### src/rtl/circ_tap_ctrl.sv
// rtl/circ_tap_ctrl.sv - circular-buffer write/rotate controller for a clock-gated tap bank
// One sample writes one bank slot; bank contents are rotated back into newest-first taps.
module circ_tap_ctrl #(
  parameter int LENGTH = 16,
  parameter int WIDTH  = 8,
  localparam int PTR_W = $clog2(LENGTH)
) (
  input  logic                      clk,
  input  logic                      reset,
  input  logic                      in_valid,
  input  logic [WIDTH-1:0]          in_sample,
  input  logic                      flush,
  output logic [LENGTH-1:0]         cg_en,
  output logic [LENGTH*WIDTH-1:0]   reg_in,
  input  logic [LENGTH*WIDTH-1:0]   reg_out,
  output logic [LENGTH*WIDTH-1:0]   taps_out,
  output logic                      taps_valid,
  output logic                      filled,
  output logic [PTR_W-1:0]          wr_ptr
);

  localparam int FILL_W = $clog2(LENGTH + 1);
  localparam logic [PTR_W-1:0]  LAST = PTR_W'(LENGTH - 1);
  localparam logic [FILL_W-1:0] FULL = FILL_W'(LENGTH);

  logic [PTR_W-1:0]        wr_ptr_q, wr_ptr_d;
  logic [FILL_W-1:0]       fill_q, fill_d;
  logic                    pending_q, pending_d;
  logic [LENGTH*WIDTH-1:0] taps_q, taps_d;
  logic                    taps_valid_q, taps_valid_d;
  logic                    filled_q, filled_d;

  // Enable is gated by reset so the bank cannot be written while reset is held.
  always_comb begin
    cg_en = '0;
    if (!reset) begin
      cg_en = '0;
    end else if (flush) begin
      cg_en = '1;
    end else if (in_valid) begin
      cg_en[wr_ptr_q] = 1'b1;
    end
    reg_in = flush ? '0 : {LENGTH{in_sample}};
  end

  always_comb begin
    wr_ptr_d     = wr_ptr_q;
    fill_d       = fill_q;
    pending_d    = 1'b0;
    taps_d       = taps_q;
    taps_valid_d = 1'b0;
    filled_d     = (fill_q == FULL);

    // wr_ptr_q has already advanced past the newest sample's slot.
    if (pending_q) begin
      for (int k = 0; k < LENGTH; k++) begin
        taps_d[k*WIDTH +: WIDTH] =
          reg_out[((int'(wr_ptr_q) + 2*LENGTH - 1 - k) % LENGTH) * WIDTH +: WIDTH];
      end
      taps_valid_d = 1'b1;
    end

    if (flush) begin
      wr_ptr_d     = '0;
      fill_d       = '0;
      pending_d    = 1'b0;
      taps_d       = '0;
      taps_valid_d = 1'b0;
      filled_d     = 1'b0;
    end else if (in_valid) begin
      wr_ptr_d  = (wr_ptr_q == LAST) ? '0 : wr_ptr_q + 1'b1;
      fill_d    = (fill_q == FULL) ? FULL : fill_q + 1'b1;
      pending_d = 1'b1;
    end
  end

  always_ff @(posedge clk or negedge reset) begin
    if (!reset) begin
      wr_ptr_q     <= '0;
      fill_q       <= '0;
      pending_q    <= 1'b0;
      taps_q       <= '0;
      taps_valid_q <= 1'b0;
      filled_q     <= 1'b0;
    end else begin
      wr_ptr_q     <= wr_ptr_d;
      fill_q       <= fill_d;
      pending_q    <= pending_d;
      taps_q       <= taps_d;
      taps_valid_q <= taps_valid_d;
      filled_q     <= filled_d;
    end
  end

  assign taps_out   = taps_q;
  assign taps_valid = taps_valid_q;
  assign filled     = filled_q;
  assign wr_ptr     = wr_ptr_q;

endmodule

### config.mk
export PLATFORM = sky130hd
export DESIGN_NAME = circ_tap_ctrl
export DESIGN_NICKNAME = d
export VERILOG_FILES = /design/src/rtl/circ_tap_ctrl.sv
export SDC_FILE = /design/constraint.sdc
export NUM_CORES = 1
export LEC_CHECK = 0
export ABC_AREA = 1
export CAP_MARGIN = 20
export CORE_MARGIN = 2
export CORE_UTILIZATION = 40
export CTS_CLUSTER_DIAMETER = 30
export DETAILED_ROUTE_END_ITERATION = 8
export PLACE_DENSITY = 0.78
export SYNTH_ARGS = -nofsm -noshare
export SYNTH_HDL_FRONTEND = slang
export SYNTH_SLANG_ARGS = --single-unit
### constraint.sdc
create_clock -name clk -period 3.5 [get_ports clk]
set_input_delay 0.7 -clock clk [delete_from_list [all_inputs] [get_ports clk]]
set_output_delay 0.7 -clock clk [all_outputs]
set_load 0.05 [all_outputs]
# After elaboration in Yosys (flattened, before gate mapping)
# Index checks and enable logic that the tools add are counted.
# totals
latchBits,0
output_inout_bits,278
elab_cells,99
ram_bits,0
memories,0
ff_bits,140
rom_bits,0
in_bits,140
# classes
n_eq_ne,2
shifts,16
n_div,0
muxes,19
order_cmp,2
addsub,19
n_mul,0
bitwise_logic,16
n_reduce_logical,19
# op_table
operator,n
$shiftx 128x8->8,16
$mux 128,3
$sub 8x5->9 const B,8
$reduce_or 4->1,16
$mux 16,3
$sub 8x4->9 const B,4
$sub 8x3->9 const B,2
$and 1x1->1,16
$mux 5,3
$mux 4,3
$sub 8x2->9 const B,1
$sub 7x1->8 const B,1
$add 4x6->7 const B,1
$mux 1,6
$add 5x1->5 const B,1
$eq 5x5->1 const B,1
$lt 4x5->1 const B,1
$add 4x1->4 const B,1
$demux 1 s4,1
$eq 4x4->1 const B,1
$ge 4x1->1 const B,1
$reduce_bool 2->1,2
$logic_and 1x1->1,1

# Logic depth before layout (Yosys ltp)
# logic_depth
ltp_word,8
mapped_depth,17
ltp_nobuf,12

# Worst setup path before layout
# No wires, ideal clock.
# synth_timing
kind,input to output
startpoint,in flush
endpoint,out reg_in[100]
slack_ps,402
t_required_ps,2800
path_buffers,2
arrival_ps,2398
cell_stages,3
path_cell_list,clkbuf_1 nor2_1 buf_4
# synth_between
elab_chain_cells,1
# synth_rtl
element,line_no,text
"start, declared",12,"input logic flush,"
$mux 128,43,reg_in = flush ? '0 : {LENGTH{in_sample}};
"end, declared",14,"output logic [LENGTH*WIDTH-1:0] reg_in,"
# Every way passes these cells.

# Worst setup path in the final report
# layout_timing
startpoint,reg wr_ptr_q[0] (netlist: wr_ptr[0])
endpoint,out wr_ptr[0]
# layout_lines
element,line_no,text
"start, declared",26,"logic [PTR_W-1:0] wr_ptr_q, wr_ptr_d;"
"start signal, assigned",86,wr_ptr_q <= wr_ptr_d;
"end, declared",19,output logic [PTR_W-1:0] wr_ptr
# No word-level cell between the ends.

==> results.rst <==
.. list-table::
   :header-rows: 1

   * - Metric
     - Value
   * - Run status
     - completed
   * - Syn Nets
     - 2633
   * - Post-CTS sizing
     - 0
   * - Register-to-register path setup slack
     - 0.59 ns
   * - Placed cell areas
     - 18600 sq um
   * - Wire length of the first global-routing pass
     - 91200 microns
   * - Utilization of the core after routing
     - between 50% and 60%
   * - Relative slew slack
     - between 30% and 40%
   * - 1st-iter DRT viols
     - 2021
   * - Synthesized flop and latch total
     - 140
   * - Final Hold Vio Count
     - 0
   * - Area inside the core boundary
     - 33700 sq um
   * - Stages on worst setup path
     - 2
   * - Register share of total power
     - between 20% and 30%
   * - Chip height
     - roughly 190 microns
   * - Setup TNS Final
     - 0 ns
   * - Count of hold buffers inserted by post-cts repair
     - 0
   * - Startpoint Class
     - register
   * - Gpl congestion
     - 0.974
   * - Cell count after placement
     - 3123
   * - Count of different cell masters after synthesis
     - 22
   * - Worst R2R Path Depth
     - 11
   * - Path type of the worst min-delay path
     - in2async
   * - Global-route layer with the greatest usage
     - met2
   * - Setup crit start
     - wr_ptr[0]$_DFFE_PN0P_
   * - Number of optimization iterations in the first detailed-route pass
     - 7
   * - Die ar.
     - around 36000 sq um
   * - Final slew viol count
     - 0
   * - Post-Syn Area per Cell
     - between 5 and 6 sq um
   * - Area Overhead vs Synth
     - 39.3%
   * - Category of the worst setup path capture point
     - output port
   * - Instance count of the mapped netlist
     - ~2500
   * - Actual transition at the worst max-transition pin
     - approximately 0.94 ns
   * - Clock buffer count from CTS
     - 17
   * - Number of setup buffers added after CTS
     - 0
   * - Max-capacitance violation count
     - 0
   * - DR vias/cell
     - 5.36
   * - Fill count
     - between 3000 and 4000
   * - Critical path, cell by cell
     - buf_12, clkdlybuf4s50_1
   * - Clk slew on worst S/H paths
     - 0.06 ns
   * - Period utilisation layout
     - roughly 93%
   * - Antenna Violating Nets Remaining
     - 0
   * - Total half-perimeter wirelength after legalization and detailed placement
     - slightly below 50000 microns
   * - Highest-count cells in the layout ignoring fill and taps
     - 1391 x sky130_fd_sc_hd__nand2_1, 419 x sky130_fd_sc_hd__nand3_1, 272 x sky130_fd_sc_hd__clkdlybuf4s50_1
   * - Family with the most delay on the worst path
     - buffers and inverters
   * - Port Buf Inserts
     - around 420
   * - Final setup fails
     - 0
   * - Stage delay of the slowest cell on the critical path
     - 0.98 ns
   * - Initial Utilization
     - between 40% and 50%
   * - Warning count from the yosys run
     - 0
   * - Insertion delay of the later-clocked pin in the worst-skew pair
     - 0.45 ns
   * - Count of buffering cells on the critical path with inverters included
     - 2
   * - Static leakage power
     - between 10 and 15 nW
   * - Leftover overflow at the end of global routing
     - 0
   * - Switching part of the total
     - 49.6%
   * - Clock tree from TritonCTS
     - yes
   * - Arrival time at the worst endpoint
     - between 2 and 3 ns
   * - PD cells
     - 440 nW/um^2
   * - Number of buffers on the longest clock path
     - 2
   * - Critical R2R Capture
     - taps_out[74]$_DFFE_PN0P_
   * - Setup repair after global routing missed its margin
     - false
   * - Setup Skew
     - roughly 0.013 ns
   * - Remaining DRCs
     - 0
   * - Pre-CTS setup slack
     - ~0.44 ns
   * - Number of antenna violations at the first check in global routing
     - 3
   * - Cell area after technology mapping
     - ~14000 sq um
   * - Most frequent standard cell in the layout excluding fill and tap cells
     - sky130_fd_sc_hd__nand2_1
   * - Share of synthesized area occupied by flip-flops and latches
     - 25.5%
   * - Least setup slack across all paths after layout
     - ~0.23 ns
   * - Required @ worst endpoint
     - 2.80 ns
   * - Maximum clock rate
     - 306 MHz
   * - Switching power summed over all nets
     - around 4.2 mW
   * - Final instance area
     - around 19000 sq um
   * - Cell at the slowest stage of the critical path
     - sky130_fd_sc_hd__clkdlybuf4s50_1
   * - Clock sinks
     - 140
   * - Share of final-layout standard cells stronger than drive strength 1
     - between 8 and 9%
   * - Global-route track usage on met3
     - under 10%
   * - Type of the worst setup path
     - reg2out
   * - Post-Route WL
     - ~60000 microns
   * - Final hold slack
     - 0.356 ns
   * - Top-level I/O count
     - around 420
   * - Final Non-Filler Cells
     - ~3200
   * - Logic pwr share
     - roughly 57%
   * - Cell row count
     - 67
   * - Final period demand of the worst path
     - approximately 3.3 ns
   * - Largest net degree at the start of global routing
     - approximately 200
   * - PnR Total Power
     - approximately 8.4 mW
   * - Nets
     - 2843
   * - DIE WIDTH
     - between 150 and 200 microns
   * - Destination of the critical timing path
     - wr_ptr[0]
   * - H-tree level count
     - 4
   * - IR Drop Worst-Case VDD
     - ~0.00035 V
   * - Total Routing Usage GR
     - 33.8%
   * - Fraction of met1 tracks used by global routing
     - about 45%
   * - Crit path max fanout
     - 194
   * - Via total after detailed routing
     - roughly 17000
   * - Worst flop-to-flop path startpoint
     - wr_ptr[0]$_DFFE_PN0P_
   * - Wire length per cell
     - a little under 20 microns
   * - Global-route track usage on met2
     - 55.2%
   * - Root buffer selected by CTS
     - sky130_fd_sc_hd__clkbuf_16
   * - Vias in the first global route
     - 15300
   * - Cell internal pwr
     - ~4.2 mW
   * - Clk pwr share
     - about a fifth
==> power by group through the flow <==
stage	combinational (mW)	sequential (mW)	clock, mW
after floorplan	2.51	2.49	0
after global placement	4.65	1.91	0
final	4.80	1.89	1.75
after detailed placement	4.71	1.92	0
after global routing	5.12	1.91	1.84
after CTS	4.73	1.89	1.77
==> cell families after synthesis <==
logic type	after synthesis	synth area share [%]
xor gates and xnor gates	3	0.191
DFF	140	25.5
buffers and inverters	428	16.8
adders and majority gates	9	0.818
AOI/OAI and AO/OA	51	1.90
and+or+nand+nor	1853	54.8
==> state kept, by name, indices dropped and copies added (netlist names) <==
name,count
taps_valid,1
taps_out,128
fill_q,5
wr_ptr,4
pending_q,1
filled,1
==> worst min path at each step <==
stage | startpoint | endpoint | cells past startpoint
after detailed placement | taps_out[121]$_DFFE_PN0P_ | taps_out[121]$_DFFE_PN0P_ | 2
final | reset | taps_out[33]$_DFFE_PN0P_ | 2
after CTS | reset | taps_out[95]$_DFFE_PN0P_ | 2
after global routing | reset | taps_out[97]$_DFFE_PN0P_ | 2
after floorplan | reset | fill_q[0]$_DFFE_PN0P_ | 0
after global placement | taps_out[107]$_DFFE_PN0P_ | taps_out[107]$_DFFE_PN0P_ | 2
==> cells in the mapped netlist, drive strengths merged <==
cell    count  area (sq um)
nand2    1412          5350
nand3     419          2100
buf       219          1530
inv       163           614
dfrtp     140          3500
clkbuf     45           169
o21ai      30           150
nor2       18          67.6
a21oi      17          85.1
ha          9           113
nand4       4          25.0
o22ai       3          18.8
xor2        2          17.5
a211oi      1          7.51
clkinv      1          3.75
xnor2       1          8.76
==> worst reg2reg max path: stages (launching register included) <==
cell                      delay [ns]
sky130_fd_sc_hd__dfrtp_4        0.44
sky130_fd_sc_hd__buf_12         0.55
sky130_fd_sc_hd__nand2_1        0.39
sky130_fd_sc_hd__nand2_2        0.14
sky130_fd_sc_hd__buf_4          0.45
sky130_fd_sc_hd__nand2_1        0.11
sky130_fd_sc_hd__nand2_1        0.20
sky130_fd_sc_hd__nand2_1        0.08
sky130_fd_sc_hd__nand2_1        0.16
sky130_fd_sc_hd__nand2_1        0.07
sky130_fd_sc_hd__nand3_1        0.16
sky130_fd_sc_hd__nand2_1        0.07
==> layout make-up <==
class,count,area [sq um],area share (%)
inverters,164,618,3.22
multi-input cells,1916,7960,41.5
clock inverters,11,109,0.568
repair buffers,455,5960,31.1
well taps,448,561,2.92
diodes,2,5.00,0.0261
flip-flops and latches,140,3510,18.3
clock buffers,21,450,2.35
==> metal layers <==
| metal | wire length, microns | share of wire, % | up-vias |
|---|---|---|---|
| met5 | 15 | 0.024 | - |
| met4 | 2310 | 3.8 | 2 |
| met2 | 28100 | 46 | 988 |
| met3 | 6200 | 10 | 115 |
| li1 | - | - | 7976 |
| met1 | 24700 | 40 | 7836 |
No activity file was read; power rests on OpenSTA's default activity.
